### src/rtl/cc_decoder_sequencer.sv
`default_nettype none
// ============================================================================
// Module      : cc_decoder_sequencer
// Description : Registered one-hot select driver. It holds a loaded code
//               (DIRECT) or walks codes 1..OUT_WIDTH at a programmable rate
//               (SCAN).
// Revision    : 1.0 - initial release
// ============================================================================
module cc_decoder_sequencer #(
  parameter int SEL_WIDTH = 4,
  parameter int OUT_WIDTH = 12,
  parameter int STEP_DIV  = 4
) (
  input  logic                 CC_DECODERSEQ_CLOCK_50,
  input  logic                 CC_DECODERSEQ_RESET_InHigh,
  input  logic                 CC_DECODERSEQ_mode_In,
  input  logic                 CC_DECODERSEQ_load_In,
  input  logic                 CC_DECODERSEQ_hold_In,
  input  logic [SEL_WIDTH-1:0] CC_DECODERSEQ_selection_InBUS,
  output logic [OUT_WIDTH-1:0] CC_DECODERSEQ_datadecoder_OutBUS,
  output logic [SEL_WIDTH-1:0] CC_DECODERSEQ_code_OutBUS,
  output logic                 CC_DECODERSEQ_valid_Out,
  output logic                 CC_DECODERSEQ_wrap_Out,
  output logic                 CC_DECODERSEQ_error_Out
);

  localparam int PRESC_W = (STEP_DIV > 1) ? $clog2(STEP_DIV) : 1;

  localparam logic [SEL_WIDTH-1:0] c_code_max   = SEL_WIDTH'(OUT_WIDTH);
  localparam logic [SEL_WIDTH-1:0] c_code_one   = SEL_WIDTH'(1);
  localparam logic [PRESC_W-1:0]   c_presc_last = PRESC_W'(STEP_DIV - 1);
  localparam logic [PRESC_W-1:0]   c_presc_one  = PRESC_W'(1);

  typedef enum logic [1:0] {
    ST_IDLE   = 2'd0,
    ST_DIRECT = 2'd1,
    ST_SCAN   = 2'd2
  } state_t;

  state_t                 r_state;
  logic [SEL_WIDTH-1:0]   r_code;
  logic [PRESC_W-1:0]     r_presc;
  logic                   r_wrap;
  logic                   r_error;
  logic                   r_valid;
  logic [OUT_WIDTH-1:0]   r_out;

  state_t                 w_state_nxt;
  logic [SEL_WIDTH-1:0]   w_code_nxt;
  logic [PRESC_W-1:0]     w_presc_nxt;
  logic                   w_wrap_nxt;
  logic                   w_error_nxt;
  logic                   w_scan_run;
  logic                   w_sel_zero;
  logic                   w_sel_oor;
  logic [OUT_WIDTH-1:0]   w_out_nxt;

  assign w_sel_zero = (CC_DECODERSEQ_selection_InBUS == '0);
  assign w_sel_oor  = (CC_DECODERSEQ_selection_InBUS > c_code_max);

  always_ff @(posedge CC_DECODERSEQ_CLOCK_50) begin
    if (CC_DECODERSEQ_RESET_InHigh) begin
      r_state <= ST_IDLE;
      r_code  <= '0;
      r_presc <= '0;
      r_wrap  <= 1'b0;
      r_error <= 1'b0;
      r_valid <= 1'b0;
      r_out   <= '0;
    end else begin
      r_state <= w_state_nxt;
      r_code  <= w_code_nxt;
      r_presc <= w_presc_nxt;
      r_wrap  <= w_wrap_nxt;
      r_error <= w_error_nxt;
      r_valid <= (w_code_nxt != '0);
      r_out   <= w_out_nxt;
    end
  end

  always_comb begin
    w_state_nxt = r_state;
    w_code_nxt  = r_code;
    w_presc_nxt = r_presc;
    w_wrap_nxt  = 1'b0;
    w_error_nxt = r_error;
    w_scan_run  = 1'b0;
    w_out_nxt   = '0;

    if (CC_DECODERSEQ_load_In) begin
      if (w_sel_oor) begin
        w_error_nxt = 1'b1;
      end
      if (CC_DECODERSEQ_mode_In) begin
        w_state_nxt = ST_SCAN;
        w_code_nxt  = (w_sel_zero || w_sel_oor) ? c_code_one : CC_DECODERSEQ_selection_InBUS;
        w_presc_nxt = '0;
      end else if (w_sel_zero) begin
        w_state_nxt = ST_IDLE;
        w_code_nxt  = '0;
      end else if (!w_sel_oor) begin
        w_state_nxt = ST_DIRECT;
        w_code_nxt  = CC_DECODERSEQ_selection_InBUS;
      end else begin
        // A rejected direct load leaves a running scan undisturbed.
        w_scan_run = (r_state == ST_SCAN);
      end
    end else begin
      w_scan_run = (r_state == ST_SCAN);
    end

    if (w_scan_run && !CC_DECODERSEQ_hold_In) begin
      if (r_presc == c_presc_last) begin
        w_presc_nxt = '0;
        if (r_code == c_code_max) begin
          w_code_nxt = c_code_one;
          w_wrap_nxt = 1'b1;
        end else begin
          w_code_nxt = r_code + c_code_one;
        end
      end else begin
        w_presc_nxt = r_presc + c_presc_one;
      end
    end

    for (int i = 0; i < OUT_WIDTH; i++) begin
      w_out_nxt[i] = (w_code_nxt == SEL_WIDTH'(i + 1));
    end
  end

  assign CC_DECODERSEQ_datadecoder_OutBUS = r_out;
  assign CC_DECODERSEQ_code_OutBUS        = r_code;
  assign CC_DECODERSEQ_valid_Out          = r_valid;
  assign CC_DECODERSEQ_wrap_Out           = r_wrap;
  assign CC_DECODERSEQ_error_Out          = r_error;

endmodule
`default_nettype wire

### config.mk
export PLATFORM = sky130hd
export DESIGN_NAME = cc_decoder_sequencer
export DESIGN_NICKNAME = d
export VERILOG_FILES = /design/src/rtl/cc_decoder_sequencer.sv
export SDC_FILE = /design/constraint.sdc
export NUM_CORES = 1
export LEC_CHECK = 0
export CAP_MARGIN = 40
export CORE_MARGIN = 3
export CORE_UTILIZATION = 50
export DETAILED_ROUTE_END_ITERATION = 10
export DONT_BUFFER_PORTS = 1
export GPL_TIMING_DRIVEN = 1
export PLACE_DENSITY = 0.74
export SLEW_MARGIN = 40
export SYNTH_ARGS = -nofsm -noshare
export SYNTH_HDL_FRONTEND = slang
export SYNTH_SLANG_ARGS = --single-unit
### constraint.sdc
create_clock -name CC_DECODERSEQ_CLOCK_50 -period 2.3 [get_ports CC_DECODERSEQ_CLOCK_50]
set_clock_uncertainty 0.1 [all_clocks]
set_input_delay 0.46 -clock CC_DECODERSEQ_CLOCK_50 [delete_from_list [all_inputs] [get_ports CC_DECODERSEQ_CLOCK_50]]
set_output_delay 0.46 -clock CC_DECODERSEQ_CLOCK_50 [all_outputs]
set_load 0.005 [all_outputs]
### Word level (Yosys, flattened, before mapping)

Cells that the tools add are included.

* word-level logic and storage cells: 59
* register bits after elaboration: 23

* reductions and logical operators: 11
* equality and inequality tests: 16
* bitwise gates (word level): 2
* muxes and demuxes: 20
* magnitude comparators: 1
* $add $sub $neg: 2

Operators by type and width (number)
* 4-bit 2-to-1 mux: 8
* 4-bit equality test, second input constant: 6
* 4-bit by 3-bit equality test with 1-bit output, second input constant: 4
* 2-bit 2-to-1 mux: 7
* 4-bit by 2-bit equality test with 1-bit output, second input constant: 2
* 2-bit AND reduction: 3
* 1-bit 2-to-1 mux: 5
* 4-bit by 1-bit adder with 4-bit output, second input constant: 1
* 2-bit equality test, second input constant: 2
* 4-bit by 1-bit equality test with 1-bit output, second input constant: 1
* 4-bit > comparator, second input constant: 1
* 4-bit logical NOT: 1
* 2-bit nonzero test: 2
* 4-bit nonzero test: 1
* 3-bit inequality test, second input constant: 1
* 3-bit OR reduction: 1
* 2-bit by 1-bit adder with 2-bit output, second input constant: 1
* 1-bit inverter: 2
* 1-bit logical AND: 1
* 1-bit logical NOT: 1
* 1-bit logical OR: 1

### Logic depth before layout (Yosys ltp)

Gate-level depths: netlist of the first run.

* word-level depth: 8
* gate-level depth with buffers: 8
* mapped depth without buffers: 8

### Least setup slack after synthesis of the first run

Ideal clock, no wire load.

* path type: in2reg
* start point: input port CC_DECODERSEQ_selection_InBUS[3]
* end point: register r_out[3] (netlist: CC_DECODERSEQ_datadecoder_OutBUS[3])
* setup slack: 0.467 ns
* buffers on the path: 1
* data arrival time: 1.669 ns
* stages on the path: 6
* cells stage by stage: buf_2 nor4_2 o21ba_1 nor3_1 or3_4 nor2_1

* cells in the longest elaborated chain, start to end: 8
* elaborated cells on any way between the ends: 16

RTL lines
* from (decl): RTL line 19 `input logic [SEL_WIDTH-1:0] CC_DECODERSEQ_selection_InBUS,`
* 4-bit > comparator or 4-bit logical NOT (tied branches): RTL line 59, 58
* 4-bit 2-to-1 mux, or another cell as far along: RTL line 101 `end else if (!w_sel_oor) begin`
* 4-bit 2-to-1 mux, or another cell as far along: RTL line 98 `end else if (w_sel_zero) begin`
* 4-bit 2-to-1 mux or 1-bit 2-to-1 mux (tied branches): RTL line 94 `if (CC_DECODERSEQ_mode_In) begin`
* 4-bit 2-to-1 mux or 1-bit 2-to-1 mux (tied branches): RTL line 90 `if (CC_DECODERSEQ_load_In) begin`
* 4-bit 2-to-1 mux or 1-bit logical AND (tied branches): RTL line 113, 112
* 4-bit 2-to-1 mux *: RTL line 112 `if (w_scan_run && !CC_DECODERSEQ_hold_In) begin`
* 4-bit by 3-bit equality test with 1-bit output *: RTL line 127 `w_out_nxt[i] = (w_code_nxt == SEL_WIDTH'(i + 1));`
* to (signal assigned): RTL line 77 `r_out <= w_out_nxt;`
* to (decl): RTL line 46 `logic [OUT_WIDTH-1:0] r_out;`

Every way passes the cells marked *; elsewhere a longest branch is shown, timed or not.
A chain may end at the register's enable or synchronous reset.

### Worst setup path in the final report of the first run

* start point: register r_code[0] (netlist: CC_DECODERSEQ_code_OutBUS[0])
* end point: register r_out[4] (netlist: CC_DECODERSEQ_datadecoder_OutBUS[4])

* cells in the longest elaborated chain, start to end: 7
* elaborated cells on any way between the ends: 10

RTL lines
* from (decl): RTL line 41 `logic [SEL_WIDTH-1:0] r_code;`
* from (signal assigned): RTL line 72 `r_code <= w_code_nxt;`
* branches (longest 5 deep; another with 4-bit by 1-bit adder with 4-bit output)
* 4-bit 2-to-1 mux *: RTL line 112
* 4-bit by 3-bit equality test with 1-bit output *: RTL line 127

Mark *: on every way between the ends.

==> summary.txt, run 1 <==
Global route
  • Grt met3 use: 0.04507
  • Number of global-route vias before repair: 893
  • Overflow after GRT: 0
  • M1 GR Usage: 0.2746
  • Met2 Track Usage GR: 0.3163
  • Initial antenna violation count: 0
  • Gr usage total: 0.2033
  • Largest net degree at the start of global routing: 14
  • First-pass GRT wire length: 4.209 mm
  • Top Usage Layer GRT: met2

Die
  • Die area: 0.002841 mm2
  • Core area: 0.002042 mm2
  • Ports: 28
  • Die X: 53.30 um
  • Site row count: 16
  • Starting Density: 0.5478
  • Die height: 53.30 um

Synth
  • Post-Syn Instances: 123
  • Synth warn: 0
  • Mean post-synth cell area: 9.094 um2
  • Syn nets: 135
  • #FFs+latches synth: 23
  • Unique masters post-synth: 42
  • EDFF count, synth: 0
  • Synth Flop Type: dfxtp_1
  • Ys async rst share: 0
  • Post-synthesis cell area: 0.001119 mm2
  • Post-synthesis sequential area ratio: 0.4116

Setup path
  • WP data arrival: 2.10 ns
  • Reg2reg setup slack: 0.36 ns
  • Req. time, crit path: 2.46 ns
  • CP Max Fanout: 8
  • Worst Setup End Kind: register
  • Crit. Startpoint: CC_DECODERSEQ_code_OutBUS[0]
  • Reg-to-reg critical path endpoint: CC_DECODERSEQ_datadecoder_OutBUS[4]
  • Startpoint types: register
  • Reg2Reg Depth: 8
  • Crit Path Category: register to register
  • R2r startpoint: CC_DECODERSEQ_code_OutBUS[0]
  • CP Capture Point: CC_DECODERSEQ_datadecoder_OutBUS[4]

STA
  • Final Hold Vio Count: 0
  • Final TNS setup: 0 ns
  • Max-slew violation count: 0
  • Measured slew at the worst slew-check pin: 0.4564 ns
  • Endpoints failing setup: 0
  • Unrepaired setup endpoints after global routing: false
  • Period utilization: 0.8448
  • Final Critical Period: 1.943 ns
  • Fin worst setup slack: 0.3570 ns
  • Fmax: 514.7 MHz
  • Slew headroom: 0.6948

Finish
  • Most frequent cells in the layout: 23 x dfxtp_1, 23 x nor2_1, 8 x nand2_1
  • Share of layout cells above drive strength 1: 0.1626
  • Antenna Cells: 0
  • Finished Cell Area: 0.001161 mm2
  • Fin nets: 136
  • Synth-to-Final Area Change: 3.803%

CTS
  • Hold buffer count at CTS: 0
  • Total CTS buffers: 3
  • Clock Sinks: 23
  • H-tree depth: 1
  • Max clock buf depth: 2
  • Post-CTS Resized: 0
  • Clk root buf: clkbuf_4
  • Clock transition at the registers of the reported paths: 0.13 ns
  • CTS tree: built
  • Worst-Skew Late Latency: 0.31 ns
  • Setup bufs post-CTS: 0

Detailed routing
  • Drc violations: 0
  • Via count: 891
  • Detailed Route Iter0 Violations: 18
  • WL final: 2.480 mm
  • Total iterations of the first detailed-routing run: 5
  • Final ANT Viol Nets: 0
  • DR WL/cell: 16.53 um
  • Via density: 5.940

Pwr
  • Total power draw: 0.7165 mW
  • Max VDD drop: 0.4242 mV
  • Pleak: 0.4367 nW
  • Power density cells: 617.1 mW/mm2

Run
  • Max Cap Viol: 0

Outcome
  • Outcome: complete, no violations

Worst hold path
  • Hold WC Path Type: input pin to register

Place
  • Placed cell area: 0.001134 mm2
  • DP HPWL: 1.900 mm
  • GPL Wtd Cong: 0.9124
  • Number of port buffers: 0
  • Place WS: 0.3565 ns
[cell families (layout without fill, tap and decap cells)]
kind of cell	Yosys count	after routing	synth area share
flops	23	23	0.4116
fa+ha+maj	3	3	0.03356
xor+xnor	2	2	0.01566
buf+inv	10	10	0.03690
compound gates	33	33	0.2316
simple gates	52	52	0.2707
[per-layer routing]
metal | routed length (um) | up-vias
met4 | 19 | 0
li1 | - | 437
met5 | 0 | -
met1 | 1186 | 430
met2 | 1130 | 22
met3 | 144 | 2
[cell usage after synthesis (2+ instances only)]
cell | count | share of area
dfxtp_1 | 23 | 0.41
nor2_1 | 23 | 0.077
nand2_1 | 8 | 0.027
a21oi_1 | 6 | 0.027
inv_1 | 6 | 0.020
nor3_1 | 6 | 0.027
a21oi_2 | 3 | 0.023
a31oi_1 | 3 | 0.017
buf_2 | 3 | 0.013
ha_1 | 3 | 0.034
nand3_1 | 3 | 0.013
o21ai_0 | 3 | 0.013
a21o_1 | 2 | 0.013
a22oi_1 | 2 | 0.013
nand3_2 | 2 | 0.018
[worst min-delay path by stage]
stage                      end  cells past startpoint  slack [ns]                       start
finish              r_state[1]                      1        0.09  CC_DECODERSEQ_RESET_InHigh
detailed placement  r_state[1]                      2        0.37                  r_state[1]
floorplan           r_state[1]                      2        0.36                  r_state[1]
CTS                 r_state[1]                      1        0.08  CC_DECODERSEQ_RESET_InHigh
global placement    r_state[1]                      2        0.36                  r_state[1]
global route        r_state[1]                      1        0.08  CC_DECODERSEQ_RESET_InHigh
[power by group]
group / leakage [nW] / switching, mW / internal [mW] / total (mW)
Combinational: 0.231 / 0.0533 / 0.0422 / 0.0955
Sequential: 0.188 / 0.0184 / 0.415 / 0.434
Clock: 0.0177 / 0.122 / 0.0650 / 0.187
[area by class of cell]
type,count,area (um2)
inverters,6,22.52
clock inverters,1,5.005
clock buffers,3,22.52
multi-input cells,90,616.8
fillers,197,880.8
flip-flops and latches,23,460.4
well taps,27,33.78
[worst max-delay path: stages (launching register included)]
cell     delay [ns]
dfxtp_1        0.52
inv_1          0.08
ha_1           0.20
nand3_1        0.12
nand2_1        0.14
nor3_4         0.22
a21oi_2        0.06
or3_4          0.36
nor2_1         0.09
[state kept, by name (all words and copies together), names as in the netlist]
signal                            cells
CC_DECODERSEQ_code_OutBUS             4
CC_DECODERSEQ_valid_Out               1
CC_DECODERSEQ_wrap_Out                1
CC_DECODERSEQ_datadecoder_OutBUS     12
r_presc                               2
r_state                               2
CC_DECODERSEQ_error_Out               1
[per-stage QoR]
| stage | utilization | std cells | hold slack (ns) |
|---|---|---|---|
| after floorplan | - | 123 | 0.3580 |
| after global routing | 0.5686 | 150 | 0.08008 |
| after CTS | 0.5686 | 150 | 0.08283 |
| after global placement | 0.5551 | 146 | 0.3650 |
| final | 0.5686 | 150 | 0.09270 |
| after detailed placement | 0.5551 | 146 | 0.3675 |
Power figures use the tool's default switching activity.
==> inputs of run 2 (changes only) <==
clock period = 1.95 ns   (was 2.3 ns; I/O delays follow)
==> run 2 against run 1 <==
Compared with the run above: die area is the same; first-iteration DRC count up 120%; highest routed layer unchanged; core utilization grew 1.2 points; cell count rose by 2.0%; via count grew 0.56%; flip-flop and latch count unchanged; routed wire length is 12% lower.
==> summary.txt, run 2 (same netlist as run 1, synthesis figures left out) <==
Outcome
  • Outcome: complete, no violations

Finish
  • Most frequent cells in the layout: 23 x nor2_1, 22 x dfxtp_1, 8 x nand2_1
  • Finished Cell Area: 0.001185 mm2
  • Synth-to-Final Area Change: 5.929%
  • # fillers: 194
  • Multi-input logic area: 616.8 um2
  • Share of layout cells above drive strength 1: 0.1905
  • Fin nets: 139
  • Antenna Cells: 0
  • Commonest non-fill, non-tap cell in the layout: nor2_1
  • Max reg flops: 12
  • Storage cell area: 461.7 um2

Die
  • Die area: 0.002841 mm2
  • Die X: 53.30 um
  • Ports: 28
  • Starting Density: 0.5478
  • Die height: 53.30 um
  • Site row count: 16
  • Core area: 0.002042 mm2

STA
  • Worst hold slack: 0.01872 ns
  • Final Hold Vio Count: 0
  • Final TNS setup: 0 ns
  • Unrepaired setup endpoints after global routing: false
  • Measured slew at the worst slew-check pin: 0.5243 ns
  • Endpoints failing setup: 0
  • Max-slew violation count: 0
  • Slew headroom: 0.6494
  • Final Critical Period: 1.786 ns
  • Fmax: 560.0 MHz
  • Period utilization: 0.9158

Setup path
  • CP Max Fanout: 9
  • Worst Setup End Kind: register
  • Crit Path Category: register to register
  • WP data arrival: 1.94 ns
  • Req. time, crit path: 2.11 ns
  • Startpoint types: register

CTS
  • Clk root buf: clkbuf_4
  • Total CTS buffers: 3
  • H-tree depth: 1
  • Hold buffer count at CTS: 0
  • Worst-Skew Late Latency: 0.32 ns
  • Clock Sinks: 23
  • Setup bufs post-CTS: 0
  • Max clock buf depth: 2
  • CTS tree: built
  • Clock transition at the registers of the reported paths: 0.13 ns

Run
  • Max Cap Viol: 0

Place
  • DP HPWL: 1.637 mm
  • GPL Wtd Cong: 0.9013
  • Placed cell area: 0.001156 mm2
  • Number of port buffers: 0

Detailed routing
  • Total iterations of the first detailed-routing run: 4
  • WL final: 2.171 mm
  • Detailed Route Iter0 Violations: 40
  • Via density: 5.856
  • Drc violations: 0
  • DR WL/cell: 14.19 um
  • Via count: 896
  • Final ANT Viol Nets: 0

Pwr
  • Max VDD drop: 0.5587 mV
  • Total power draw: 0.8502 mW
  • Net Sw Frac: 0.2692
  • Pleak: 0.4527 nW
  • Reg power frac: 0.598
  • Power density cells: 717.6 mW/mm2
  • Internal power: 0.6213 mW
  • Sw Pwr: 0.2289 mW
  • Clock power frac: 0.259
  • Combinational power share: 0.142

Global route
  • Largest net degree at the start of global routing: 14
  • Initial antenna violation count: 0
  • First-pass GRT wire length: 3.691 mm
  • Overflow after GRT: 0
  • Number of global-route vias before repair: 812
  • Gr usage total: 0.1782

Worst hold path
  • Hold WC Path Type: input pin to register
## run 2: cell count changes in the layout (fill, tap and decap cells not counted)
cell / delta
buf_4: +3
dfxtp_1: -1
dfxtp_2: +1
## run 2: path summary, 6_finish.rpt
kind / start / end / slack [ns] / cells past startpoint
max: r_state[0] / CC_DECODERSEQ_datadecoder_OutBUS[8] / 0.16 / 5
min: CC_DECODERSEQ_RESET_InHigh / r_state[1] / 0.02 / 1
max reg2reg: r_state[0] / CC_DECODERSEQ_datadecoder_OutBUS[8] / 0.16 / 5
min reg2reg: r_state[1] / r_state[1] / 0.41 / 2
## run 2: timing repair
item                                    in CTS  in global routing
hold endpoints to repair                     0                  0
endpoints found under the setup margin       0                 10
gates resized for setup                      0                  1
## run 2: critical path, stage by stage (launching register included)
cell	delay, ns
dfxtp_1	0.38
nor4b_2	0.38
a21oi_4	0.12
nor3_1	0.40
o21ai_1	0.21
nor2_1	0.13
## run 2: power groups by stage
stage	Clock [mW]	Sequential, mW	Combinational, mW
after floorplan	0	0.517	0.104
final	0.221	0.509	0.121
after global placement	0	0.519	0.119
after global routing	0.244	0.512	0.136
after CTS	0.223	0.509	0.119
after detailed placement	0	0.519	0.118
## run 2: layer usage
layer	track usage	share of wire	vias to the layer above
met5	0	0	-
li1	-	-	446
met2	0.2510	0.40	29
met3	0.06479	0.088	4
met1	0.2500	0.50	417
met4	0.05106	0.0097	0
## run 2: layout make-up
| class | instances | share of cell area |
|---|---|---|
| inverters | 6 | 0.01901 |
| clock inverters | 1 | 0.004224 |
| multi-input cells | 90 | 0.5206 |
| well taps | 27 | 0.02851 |
| clock buffers | 3 | 0.01901 |
| flip-flops and latches | 23 | 0.3897 |
| repair buffers | 3 | 0.01901 |
## run 2: per-stage QoR
stage                 util  cells  worst slack [ns]
finish              0.5803    153            0.1643
global route        0.5803    153           0.01042
CTS                 0.5797    153            0.1178
detailed placement  0.5662    149            0.1422
global placement    0.5662    149            0.1554
floorplan                -    123            0.1867
